<file path="src/rtl/pc_fetch_ctrl.sv">
// pc_fetch_ctrl: PC register, next-PC selection and the req/ack handshake
// to instruction memory for the F stage of the pipelined MIPS core.
// D-stage control transfers are remembered across an outstanding
// delay-slot fetch; exception entry and eret redirect immediately.
module pc_fetch_ctrl #(
    parameter logic [31:0] RESET_PC = 32'h0000_3000,
    parameter logic [31:0] EXC_PC   = 32'h0000_4180
) (
    input  logic        clk,
    input  logic        reset,
    input  logic        stall,
    input  logic        D_valid,
    input  logic [1:0]  D_kind,
    input  logic        D_cond,
    input  logic [31:0] D_PC,
    input  logic [31:0] offset,
    input  logic [25:0] imm26,
    input  logic [31:0] ra,
    input  logic        exc_req,
    input  logic        eret_req,
    input  logic [31:0] epc,
    output logic        imem_req,
    output logic [31:0] imem_addr,
    input  logic        imem_ack,
    output logic [31:0] F_PC,
    output logic        F_valid,
    output logic [31:0] PC8
);

    typedef enum logic {
        REQ  = 1'b0,
        HOLD = 1'b1
    } state_t;

    state_t      state;
    logic        pend;
    logic [31:0] pend_pc;

    logic        advance;
    logic        D_fire;
    logic        redirect;
    logic [31:0] target;
    logic [31:0] next_pc;

    // Handshake outputs: a request is only ever raised while waiting in REQ,
    // and the fetched word is suppressed while a redirect pulse is retargeting F.
    always_comb begin
        imem_req  = (state == REQ) && !reset;
        imem_addr = F_PC;
        F_valid   = (((state == REQ) && imem_ack) || (state == HOLD))
                    && !exc_req && !eret_req && !reset;
        PC8       = D_PC + 32'd8;
    end

    // Redirect target from the D-stage instruction and the resulting next PC.
    always_comb begin
        advance  = F_valid && !stall;
        D_fire   = D_valid && !stall;
        redirect = 1'b0;
        target   = 32'h0;
        case (D_kind)
            2'd1: begin
                redirect = D_fire && D_cond;
                target   = D_PC + 32'd4 + {offset[29:0], 2'b00};
            end
            2'd2: begin
                redirect = D_fire;
                target   = {D_PC[31:28], imm26, 2'b00};
            end
            2'd3: begin
                redirect = D_fire;
                target   = ra;
            end
            default: begin
                redirect = 1'b0;
                target   = 32'h0;
            end
        endcase
        if (redirect) begin
            next_pc = target;
        end else if (pend) begin
            next_pc = pend_pc;
        end else begin
            next_pc = F_PC + 32'd4;
        end
    end

    // PC, fetch state and pending-redirect registers.
    always_ff @(posedge clk) begin
        if (reset) begin
            F_PC    <= RESET_PC;
            state   <= REQ;
            pend    <= 1'b0;
            pend_pc <= 32'h0;
        end else if (exc_req) begin
            F_PC  <= EXC_PC;
            state <= REQ;
            pend  <= 1'b0;
        end else if (eret_req) begin
            F_PC  <= epc;
            state <= REQ;
            pend  <= 1'b0;
        end else begin
            if (advance) begin
                F_PC  <= next_pc;
                state <= REQ;
                pend  <= 1'b0;
            end else if ((state == REQ) && imem_ack && stall) begin
                state <= HOLD;
            end
            if (redirect && !advance) begin
                pend    <= 1'b1;
                pend_pc <= target;
            end
        end
    end

endmodule

</file>
<file path="config.mk">
export PLATFORM = sky130hd
export DESIGN_NAME = pc_fetch_ctrl
export DESIGN_NICKNAME = d
export VERILOG_FILES = /design/src/rtl/pc_fetch_ctrl.sv
export SDC_FILE = /design/constraint.sdc
export NUM_CORES = 1
export LEC_CHECK = 0
export CORE_MARGIN = 8
export CORE_UTILIZATION = 42
export DETAILED_ROUTE_END_ITERATION = 7
export PLACE_DENSITY_LB_ADDON = 0.2
export SLEW_MARGIN = 5
export SYNTH_ARGS = -nofsm -noshare
export SYNTH_HDL_FRONTEND = slang
export SYNTH_SLANG_ARGS = --single-unit
</file>
<file path="constraint.sdc">
create_clock -name clk -period 3.21 [get_ports clk]
set_clock_uncertainty 0.15 [all_clocks]
set_input_delay 0.642 -clock clk [delete_from_list [all_inputs] [get_ports clk]]
set_output_delay 0.642 -clock clk [all_outputs]
set_load 0.02 [all_outputs]
</file>
==> impl_summary.txt <==
----------------------------------------------------
[Outcome]
  Result of the run ... finished, violations left
  Failing checks ... negative setup slack

[Synthesis]
  Number of synthesized register bits ... between 60 and 70
  Top cells by area in the synthesized netlist ... dfxtp_1, ha_1, nand2_1
  Commonest cells post-synth ... nand2_1, nor2_1, a21oi_1
  Syn. warnings ... 0
  Post-synth top area cell ... dfxtp_1
  Number of enable flip-flop cells after synthesis ... 0
  Share of flip-flops with an asynchronous set or reset ... 0%
  Average cell area after synthesis ... 7.26 µm²
  Dominant synthesized flop cell ... dfxtp_1
  Mapped Area ... slightly above 7000 µm²
  Area share of the leading cell type in the synthesized netlist ... a little under a fifth
  Net count of the mapped netlist ... 1197
  Sequential area share after synthesis ... 18.7%
  Post-synthesis instance total ... 973
  Post-synthesis cell type count ... 83
  Most common cell in the synthesized netlist ... nand2_1

[Die]
  Initial core utilization ... 42.8%
  Die Footprint ... 21200 µm²
  Core Area ... 16500 µm²
  Number of I/O pins ... 262
  Die height ... 146 µm
  Chip Width ... 146 µm
  Standard-cell rows ... 47

[Flow run]
  Max-Cap Viols ... 0

[Pwr]
  Power per cell area ... 292 nW/µm²
  Static Leakage ... 4.70 nW
  Peak supply drop ... 0.264 mV

[Critical path]
  Worst setup endpoint ... F_PC[27]
  Data required time at the worst endpoint ... 3270 ps
  Register-to-Register Setup Slack ... between 600 and 700 ps
  Critical Path Start ... D_PC[3]
  Arrival @ worst endpoint ... 3380 ps
  Startpoint of the most critical register-to-register path ... F_PC[3]
  Largest fanout on the critical path ... 3
  Critical path start-end classification ... primary input to register
  Reg-to-reg endpoint ... F_PC[30]
  Worst reg2reg path depth ... 9
  Crit start category ... primary input
  Critical Path Sink Type ... register

[Timing]
  Final count of pins violating max slew ... 0
  Number of endpoints failing setup at the final stage ... 7
  Hold Worst Slack ... 309 ps
  RSZ-0062 raised after global routing ... true
  Slack of the critical path ... -106 ps
  Number of endpoints with negative hold slack in the final report ... 0
  Shortest period the worst path allows ... roughly 3300 ps
  Measured slew at the worst slew-check pin ... 1090 ps
  Worst slew margin relative to its limit ... 27.3%
  Post-route fraction of the period consumed by the critical path ... 103%
  Highest Clock Rate ... 302 MHz

[Global routing]
  Gr busiest metal ... met2
  Largest net degree at the start of global routing ... 69
  Met2 track demand over resource ... 42.1%
  GR met1 Demand/Resource ... about 32%
  Total routing resource utilization after global routing ... 25.3%
  Antenna violations before repair ... 2
  Global-route wire length before repair ... between 40000 and 50000 µm
  Residual overflow from global routing ... 0
  Global routing met3 resource utilization ... 6.22%
  Vias in the first global route ... 8573

[Place]
  Dpl ws ... -836 ps
  Buffers on Ports ... 259
  Routability congestion estimate ... 0.884
  Sum of net half-perimeters after detailed placement ... 21300 µm
  Placed insts ... 1525

[Worst hold path]
  Launch point of the worst hold path ... pend_pc[19]
  Worst min-delay path class ... register to register

[Clock network]
  Clock Tree Root ... clkbuf_16
  Number of buffers added by the clock tree synthesis step ... 9
  Num Clock Sinks ... 66
  Clock network latency to the later pin of the worst-skew pair ... 340 ps
  Number of buffers on the longest clock path ... 2
  CTS HTree Levels ... 3
  TritonCTS clock tree ... done
  CTS clk-pin slew, worst paths ... about 50 ps

[Route]
  Via density per instance ... ~5.6
  Total number of vias ... 8682
  Violation count after the first detailed-routing iteration ... between 700 and 800
  Number of nets with antenna violations after routing ... 0
  WL per Instance ... around 19 µm
  Residual DRC ... 0
  Routed wire length ... 28800 µm
  Number of iterations in the first detailed-routing pass ... 6

[Final layout]
  Fraction of layout instances using a drive strength above 1 ... 28.5%
  Area growth from synthesis to layout ... 69.4%
  Final std cells w/o fill ... between 1500 and 2000
  Total number of nets in the final design ... between 1500 and 2000

----------------------------------------------------
[worst max-delay path: stages]
cell and delay, ps:
buf_8 100, ha_4 260, ha_4 130, inv_2 40, fa_2 410, nor2b_4 160, o2111ai_4 200, a211oi_4 360
o31ai_4 90, o21ai_2 200, mux2_4 320, a32o_2 270, o21ai_2 120, o22ai_1 80
[timing repair]
item | CTS | global route
pin swaps | 74 | 62
endpoints found under the setup margin | 66 | 35
hold buffers | 0 | 0
resized for setup | 219 | 104
setup buffers | 9 | 7
[through the flow]
stage / TNS, ps / total power, mW / cell area, µm² / util, %
floorplan: -143 / 1.63 / 7170 / -
global placement: -36450 / 2.34 / 10800 / 65.1
detailed placement: -38990 / 2.35 / 10800 / 65.1
CTS: -2.59 / 3.35 / 11600 / 70.1
global route: -1550 / 3.67 / 12000 / 72.4
finish: -362 / 3.49 / 12000 / 72.4
[kinds of logic after synthesis]
| logic type | count (synthesis) | share of synthesized area [%] |
|---|---|---|
| AND/OR/NAND/NOR | 381 | 25.0 |
| AO/OA/AOI/OAI | 272 | 25.4 |
| buffers and inverters | 107 | 8.96 |
| XOR/XNOR | 69 | 8.55 |
| flip-flops | 66 | 18.7 |
| adder cells (fa/ha/maj) | 60 | 10.7 |
| multiplexers | 18 | 2.66 |
[area by class of cell]
class	count	area (µm²)
multi-input combinational	800	6190
sequential	66	1320
clock inverter	3	17.5
tap	220	275
inverter	15	58.8
clock buffer	12	236
antenna	1	2.50
fill	1313	4560
timing repair buffer	436	3870
[sequential cells by signal, indices dropped and copies added (netlist names), named ones only]
name     flops
pend         1
state        1
pend_pc     32
F_PC        30
[routing by layer]
layer / routed length [µm] / vias to the layer above
met5: 15 / -
met4: 451 / 2
met3: 2100 / 35
met2: 13600 / 359
met1: 12600 / 4084
li1: - / 4202
[worst min path at each step]
stage                        to  cells past startpoint
CTS                 pend_pc[14]                      2
detailed placement  pend_pc[14]                      2
global placement    pend_pc[14]                      2
finish              pend_pc[19]                      2
floorplan           pend_pc[19]                      2
global route        pend_pc[19]                      2
[placed cells by master, fill, tap and decap left out, types with 11 or more instances in the layout]
master	n
a211oi_1	24
a21oi_1	52
a21oi_2	18
and3_1	17
buf_2	12
buf_4	170
clkdlybuf4s50_1	190
dfxtp_1	66
dlygate4sd2_1	30
ha_1	11
ha_4	48
nand2_1	120
nand3_1	36
nand4_1	14
nor2_1	109
nor3_1	14
o21ai_0	48
xnor2_1	44
xor2_1	23
[where the power goes]
part | internal (mW) | switching [mW]
Sequential | 0.846 | 0.0326
Clock | 0.515 | 0.352
Combinational | 0.906 | 0.840
(Power assumes the default switching activity.)
